**src/rtl/adderc_mpseq.sv**
```systemverilog
// Multi-precision add/subtract sequencer: streams LSW-first word pairs
// through a WIDTH-bit carry adder, chaining the carry between words.
module adderc_mpseq #(
  parameter int WIDTH    = 32,
  parameter int NW_WIDTH = 4
) (
  input  logic                clk,
  input  logic                arst_n,
  input  logic                start,
  input  logic                sub_nadd,
  input  logic [NW_WIDTH-1:0] nwords,
  input  logic                abort,
  output logic                busy,
  input  logic                in_valid,
  output logic                in_ready,
  input  logic [WIDTH-1:0]    a,
  input  logic [WIDTH-1:0]    b,
  output logic                out_valid,
  input  logic                out_ready,
  output logic [WIDTH-1:0]    out,
  output logic                out_last,
  output logic                done,
  output logic                cout,
  output logic                zero
);

  typedef enum logic [1:0] {
    IDLE,
    RUN,
    DRAIN,
    FIN
  } state_t;

  state_t              state;
  state_t              state_nx;
  logic                op_sub;
  logic                carry;
  logic                zacc;
  logic [NW_WIDTH-1:0] cnt;
  logic [WIDTH-1:0]    b_op;
  logic [WIDTH:0]      sum;
  logic                accept;
  logic                kill;

  // Subtraction is a + ~b + 1, the +1 coming from the preloaded carry.
  assign b_op   = op_sub ? ~b : b;
  assign sum    = {1'b0, a} + {1'b0, b_op} + {{WIDTH{1'b0}}, carry};
  assign kill   = abort && (state != IDLE);
  assign accept = in_valid && in_ready;
  assign busy   = (state != IDLE);
  assign done   = (state == FIN) && !abort;

  always_ff @(posedge clk or negedge arst_n) begin
    if (!arst_n) state <= IDLE;
    else         state <= state_nx;
  end

  always_comb begin
    state_nx = state;
    in_ready = 1'b0;
    unique case (state)
      IDLE: begin
        if (start)
          state_nx = (nwords == '0) ? FIN : RUN;
      end
      RUN: begin
        in_ready = !abort && (!out_valid || out_ready);
        if (in_valid && in_ready && cnt == NW_WIDTH'(1))
          state_nx = DRAIN;
      end
      DRAIN: begin
        if (out_ready)
          state_nx = FIN;
      end
      FIN: state_nx = IDLE;
      default: state_nx = IDLE;
    endcase
    if (kill)
      state_nx = IDLE;
  end

  always_ff @(posedge clk or negedge arst_n) begin
    if (!arst_n) begin
      op_sub    <= 1'b0;
      carry     <= 1'b0;
      zacc      <= 1'b0;
      cnt       <= '0;
      out       <= '0;
      out_valid <= 1'b0;
      out_last  <= 1'b0;
      cout      <= 1'b0;
      zero      <= 1'b0;
    end else if (kill) begin
      out_valid <= 1'b0;
      out_last  <= 1'b0;
    end else begin
      unique case (state)
        IDLE: begin
          if (start) begin
            op_sub <= sub_nadd;
            carry  <= sub_nadd;
            zacc   <= 1'b1;
            cnt    <= nwords;
            if (nwords == '0) begin
              cout <= sub_nadd;
              zero <= 1'b1;
            end
          end
        end
        RUN: begin
          if (accept) begin
            out       <= sum[WIDTH-1:0];
            out_valid <= 1'b1;
            carry     <= sum[WIDTH];
            zacc      <= zacc && (sum[WIDTH-1:0] == '0);
            cnt       <= cnt - 1'b1;
            out_last  <= (cnt == NW_WIDTH'(1));
          end else if (out_ready) begin
            out_valid <= 1'b0;
          end
        end
        DRAIN: begin
          if (out_ready) begin
            cout      <= carry;
            zero      <= zacc;
            out_valid <= 1'b0;
            out_last  <= 1'b0;
          end
        end
        default: ;
      endcase
    end
  end

endmodule
```
**config.mk**
```make
export PLATFORM = sky130hd
export DESIGN_NAME = adderc_mpseq
export DESIGN_NICKNAME = d
export VERILOG_FILES = /design/src/rtl/adderc_mpseq.sv
export SDC_FILE = /design/constraint.sdc
export NUM_CORES = 1
export LEC_CHECK = 0
export CORE_ASPECT_RATIO = 2
export CORE_UTILIZATION = 50
export DETAILED_ROUTE_END_ITERATION = 7
export PLACE_DENSITY_LB_ADDON = 0.15
export SYNTH_ARGS = -nofsm -noshare
export SYNTH_HDL_FRONTEND = slang
export SYNTH_SLANG_ARGS = --single-unit
```
**constraint.sdc**
```tcl
create_clock -name clk -period 5.2 [get_ports clk]
set_input_delay 1.56 -clock clk [delete_from_list [all_inputs] [get_ports clk]]
set_output_delay 1.56 -clock clk [all_outputs]
set_load 0.05 [all_outputs]
```
==> impl_metrics.env <==
export IMPL_run_status="completed"
export IMPL_syn_num_nets=622
export IMPL_synth_flop_cell="sky130_fd_sc_hd__dfrtp_1"
export IMPL_ctsLongestPathBuffers=2
export IMPL_yosysTopAreaCell="sky130_fd_sc_hd__dfrtp_1"
export IMPL_timing_hold_violations_final=0
export IMPL_ioPinCount=114
export IMPL_unrepaired_setup_endpoints_after_global_routing="false"
export IMPL_dominant_cells_by_area_after_synthesis="sky130_fd_sc_hd__dfrtp_1, sky130_fd_sc_hd__ha_1, sky130_fd_sc_hd__xor2_1"
export IMPL_routed_via_density=5.931
export IMPL_crit_path_max_fanout=3
export IMPL_routedWlPerCell_um=18.36
export IMPL_std_cell_rows=47
export IMPL_placed_cells=716
export IMPL_maxCapViolations=0
export IMPL_die_area_mm2=0.008875
export IMPL_via_count=4294
export IMPL_port_buffer_count=113
export IMPL_place_hpwl_mm=10.86
export IMPL_drive_above_1_share_pct=9.425
export IMPL_crit_path_start="b[0]"
export IMPL_core_area_mm2=0.008233
export IMPL_path_clk_slew_ns=0.07
export IMPL_largest_net_degree_at_the_start_of_global_routing=54
export IMPL_cts_root_buf="sky130_fd_sc_hd__clkbuf_16"
export IMPL_ant_nets=0
export IMPL_synthesis_area_per_instance_um2=8.347
export IMPL_total_power_mw=4.337
export IMPL_cts_tree="done"
export IMPL_start_kind="input port"
export IMPL_cts_made_buffers=5
export IMPL_source_of_the_worst_register_to_register_timing_path="op_sub"
export IMPL_worst_hold_startpoint="out[16]"
export IMPL_worstPathRequired_ns=5.38
export IMPL_cellLeakagePower_nw=2.500
export IMPL_worst_ep_arrival_time_ns=5.11
export IMPL_track_usage_pct=31.07
export IMPL_post_route_drc_count=0
export IMPL_dp_worst_slack_ns=-0.09046
export IMPL_clk_insertion_delay_late_ns=0.30
export IMPL_synthArstFlopShare_pct=100.0
export IMPL_synth_seq_area_share_pct=26.56
export IMPL_synth_top_area_share_pct=26.56
export IMPL_synth_cell_types=63
export IMPL_clock_skew_final_ns=0.004421
export IMPL_grt_antenna_before_repair=0
export IMPL_cell_area_after_technology_mapping_mm2=0.004240
export IMPL_fin_nets=739
export IMPL_yosys_register_bits=45
export IMPL_tritoncts_num_sinks=45
export IMPL_maxSlewViolCount=0
export IMPL_finalCritPeriodShare_pct=94.78
export IMPL_postRouteWirelength_mm=13.30
export IMPL_post_route_worst_setup_slack_ns=0.2713
export IMPL_slew_limit_headroom_pct=28.97
export IMPL_cts_repair_timing_setup_buffer_count=0
export IMPL_final_period_minus_worst_setup_slack_ns=4.929
export IMPL_count_of_instances_resized_after_the_clock_tree_is_built=0
export IMPL_max_vdd_ir_drop_uv=398.9
export IMPL_finalSetupViolCount=0
export IMPL_layout_area_overhead_vs_synth_pct=36.26
export IMPL_initial_cell_density_of_the_core_pct=51.50
export IMPL_yosys_warnings=0
export IMPL_hold_path_class="flop to flop"
export IMPL_grt_overflow=0
export IMPL_timing_fmax_mhz=202.9
export IMPL_drt_pass1_iter_count=4
export IMPL_antenna_cells=0
export IMPL_grt_pass1_wl_mm=20.65
export IMPL_synth_edff_count=0
export IMPL_critical_path_class="input port to flop"
export IMPL_worst_slew_pin_slew_ns=1.065
export IMPL_timing_critical_path_to_type="flop"
export IMPL_postCtsHoldBufs=0
export IMPL_cellPowerDensity_mw_per_mm2=750.5
export IMPL_grt_pass1_vias=4417
export IMPL_gp_congestion=0.9219
export IMPL_drc_violation_total_after_the_first_tritonroute_iteration=221
export IMPL_layoutNonFillerInstCount=724
export IMPL_die_h_um=132.2
export IMPL_die_w_um=67.12
export IMPL_h_tree_depth=2
export IMPL_netlist_instances=508
[sequential cells by signal, summed over array words and instances (netlist names)]
| signal | count |
|---|---|
| out_last | 1 |
| out | 32 |
| op_sub | 1 |
| cnt | 4 |
| zacc | 1 |
| state | 2 |
| out_valid | 1 |
| cout | 1 |
| zero | 1 |
| carry | 1 |
[logic make-up (layout without fill, tap and decap cells)]
family	Yosys count	in the layout	share of synthesized area (%)
adder cells (fa/ha/maj)	39	39	11.86
XOR/XNOR	60	60	12.39
AND/OR/NAND/NOR	145	145	16.47
buffers and inverters	42	160	3.747
AO/OA/AOI/OAI	162	162	25.05
flip-flops	45	45	26.56
multiplexers	15	15	3.924
[cell usage after synthesis, types with 3 or more instances]
| cell | number |
|---|---|
| sky130_fd_sc_hd__o21ai_1 | 4 |
| sky130_fd_sc_hd__nor4_1 | 3 |
| sky130_fd_sc_hd__o2111ai_1 | 4 |
| sky130_fd_sc_hd__a21o_1 | 12 |
| sky130_fd_sc_hd__and3_1 | 6 |
| sky130_fd_sc_hd__nand3_1 | 5 |
| sky130_fd_sc_hd__xor2_1 | 45 |
| sky130_fd_sc_hd__a31oi_1 | 5 |
| sky130_fd_sc_hd__nand2b_1 | 5 |
| sky130_fd_sc_hd__mux2_2 | 13 |
| sky130_fd_sc_hd__buf_1 | 3 |
| sky130_fd_sc_hd__nand2_1 | 50 |
| sky130_fd_sc_hd__a21boi_0 | 3 |
| sky130_fd_sc_hd__dfrtp_1 | 45 |
| sky130_fd_sc_hd__nor2_1 | 35 |
| sky130_fd_sc_hd__ha_1 | 37 |
| sky130_fd_sc_hd__a21oi_1 | 38 |
| sky130_fd_sc_hd__or3_1 | 3 |
| sky130_fd_sc_hd__o21bai_1 | 5 |
| sky130_fd_sc_hd__nor3_1 | 9 |
| sky130_fd_sc_hd__nor2b_1 | 6 |
| sky130_fd_sc_hd__a211oi_1 | 6 |
| sky130_fd_sc_hd__a2111oi_0 | 4 |
| sky130_fd_sc_hd__inv_1 | 15 |
| sky130_fd_sc_hd__o21a_1 | 4 |
| sky130_fd_sc_hd__clkbuf_1 | 23 |
| sky130_fd_sc_hd__o31ai_1 | 5 |
| sky130_fd_sc_hd__nand4_1 | 11 |
| sky130_fd_sc_hd__o21ai_0 | 44 |
| sky130_fd_sc_hd__xnor2_1 | 15 |
[cells in the final DEF, fill, tap and decap left out, drive strengths merged, types with 9 or more instances in the layout]
cell / Yosys / routed
a21o: 12 / 12
a21oi: 40 / 40
buf: 4 / 25
clkdlybuf4s50: 0 / 112
dfrtp: 45 / 45
ha: 37 / 37
inv: 15 / 16
mux2: 13 / 13
nand2: 50 / 50
nand4: 11 / 11
nor2: 35 / 35
nor3: 9 / 9
o21ai: 49 / 49
xnor2: 15 / 15
xor2: 45 / 45
[worst max-delay path, stage by stage]
cell                              delay (ns)
sky130_fd_sc_hd__clkdlybuf4s50_1        0.42
sky130_fd_sc_hd__xor2_1                 0.16
sky130_fd_sc_hd__fa_1                   0.41
sky130_fd_sc_hd__fa_1                   0.40
sky130_fd_sc_hd__a21o_1                 0.21
sky130_fd_sc_hd__a2111o_1               0.43
sky130_fd_sc_hd__a311oi_1               0.27
sky130_fd_sc_hd__buf_4                  0.16
sky130_fd_sc_hd__o21bai_1               0.09
sky130_fd_sc_hd__a41oi_2                0.23
sky130_fd_sc_hd__o21ai_2                0.08
sky130_fd_sc_hd__a21o_1                 0.19
sky130_fd_sc_hd__a21oi_2                0.14
sky130_fd_sc_hd__xnor2_1                0.09
sky130_fd_sc_hd__mux2_2                 0.27
[worst paths after layout]
| check | to | slack (ns) | cells after the start |
|---|---|---|---|
| setup / recovery | out[28] | 0.27 | 15 |
| hold / removal | out[16] | 0.48 | 2 |
| setup reg to reg | out[28] | 1.28 | 15 |
| hold reg to reg | out[16] | 0.48 | 2 |
| max in group asynchronous | out[27] | 3.08 | 1 |
| min in group asynchronous | state[0] | 1.45 | 1 |
[where the power goes]
| part | total, mW | internal (mW) | switching, mW |
|---|---|---|---|
| logic | 3.28 | 1.27 | 2.01 |
| registers | 0.626 | 0.512 | 0.114 |
| clock network | 0.430 | 0.278 | 0.153 |
| total | 4.34 | 2.06 | 2.28 |
[per-layer routing]
layer  global-route usage, %  wire length (um)
met5                       0                 0
met4                   19.98               792
met1                   27.91              4467
met2                   59.72              7566
met3                   3.893               470
[cell type report]
class                      count  area, um^2
clock inverter                 3       68.82
tap                           98       122.6
clock buffer                   5       125.1
multi-input combinational    421        2973
sequential                    45        1126
timing repair buffer         137        1306
inverter                      15       56.30
fill                         688        2455
[metrics by stage]
stage               area, um^2  hold WS [ns]  utilization, %  setup TNS, ns
detailed placement        5567        0.4695           67.61        -0.1272
finish                    5778        0.4807           70.18              0
global route              5778        0.5208           70.18              0
global placement          5567        0.4636           67.61     -0.0008207
CTS                       5761        0.4849           69.97              0
floorplan                 4240        0.4817               -              0
No activity file was read; power rests on OpenSTA's default activity.
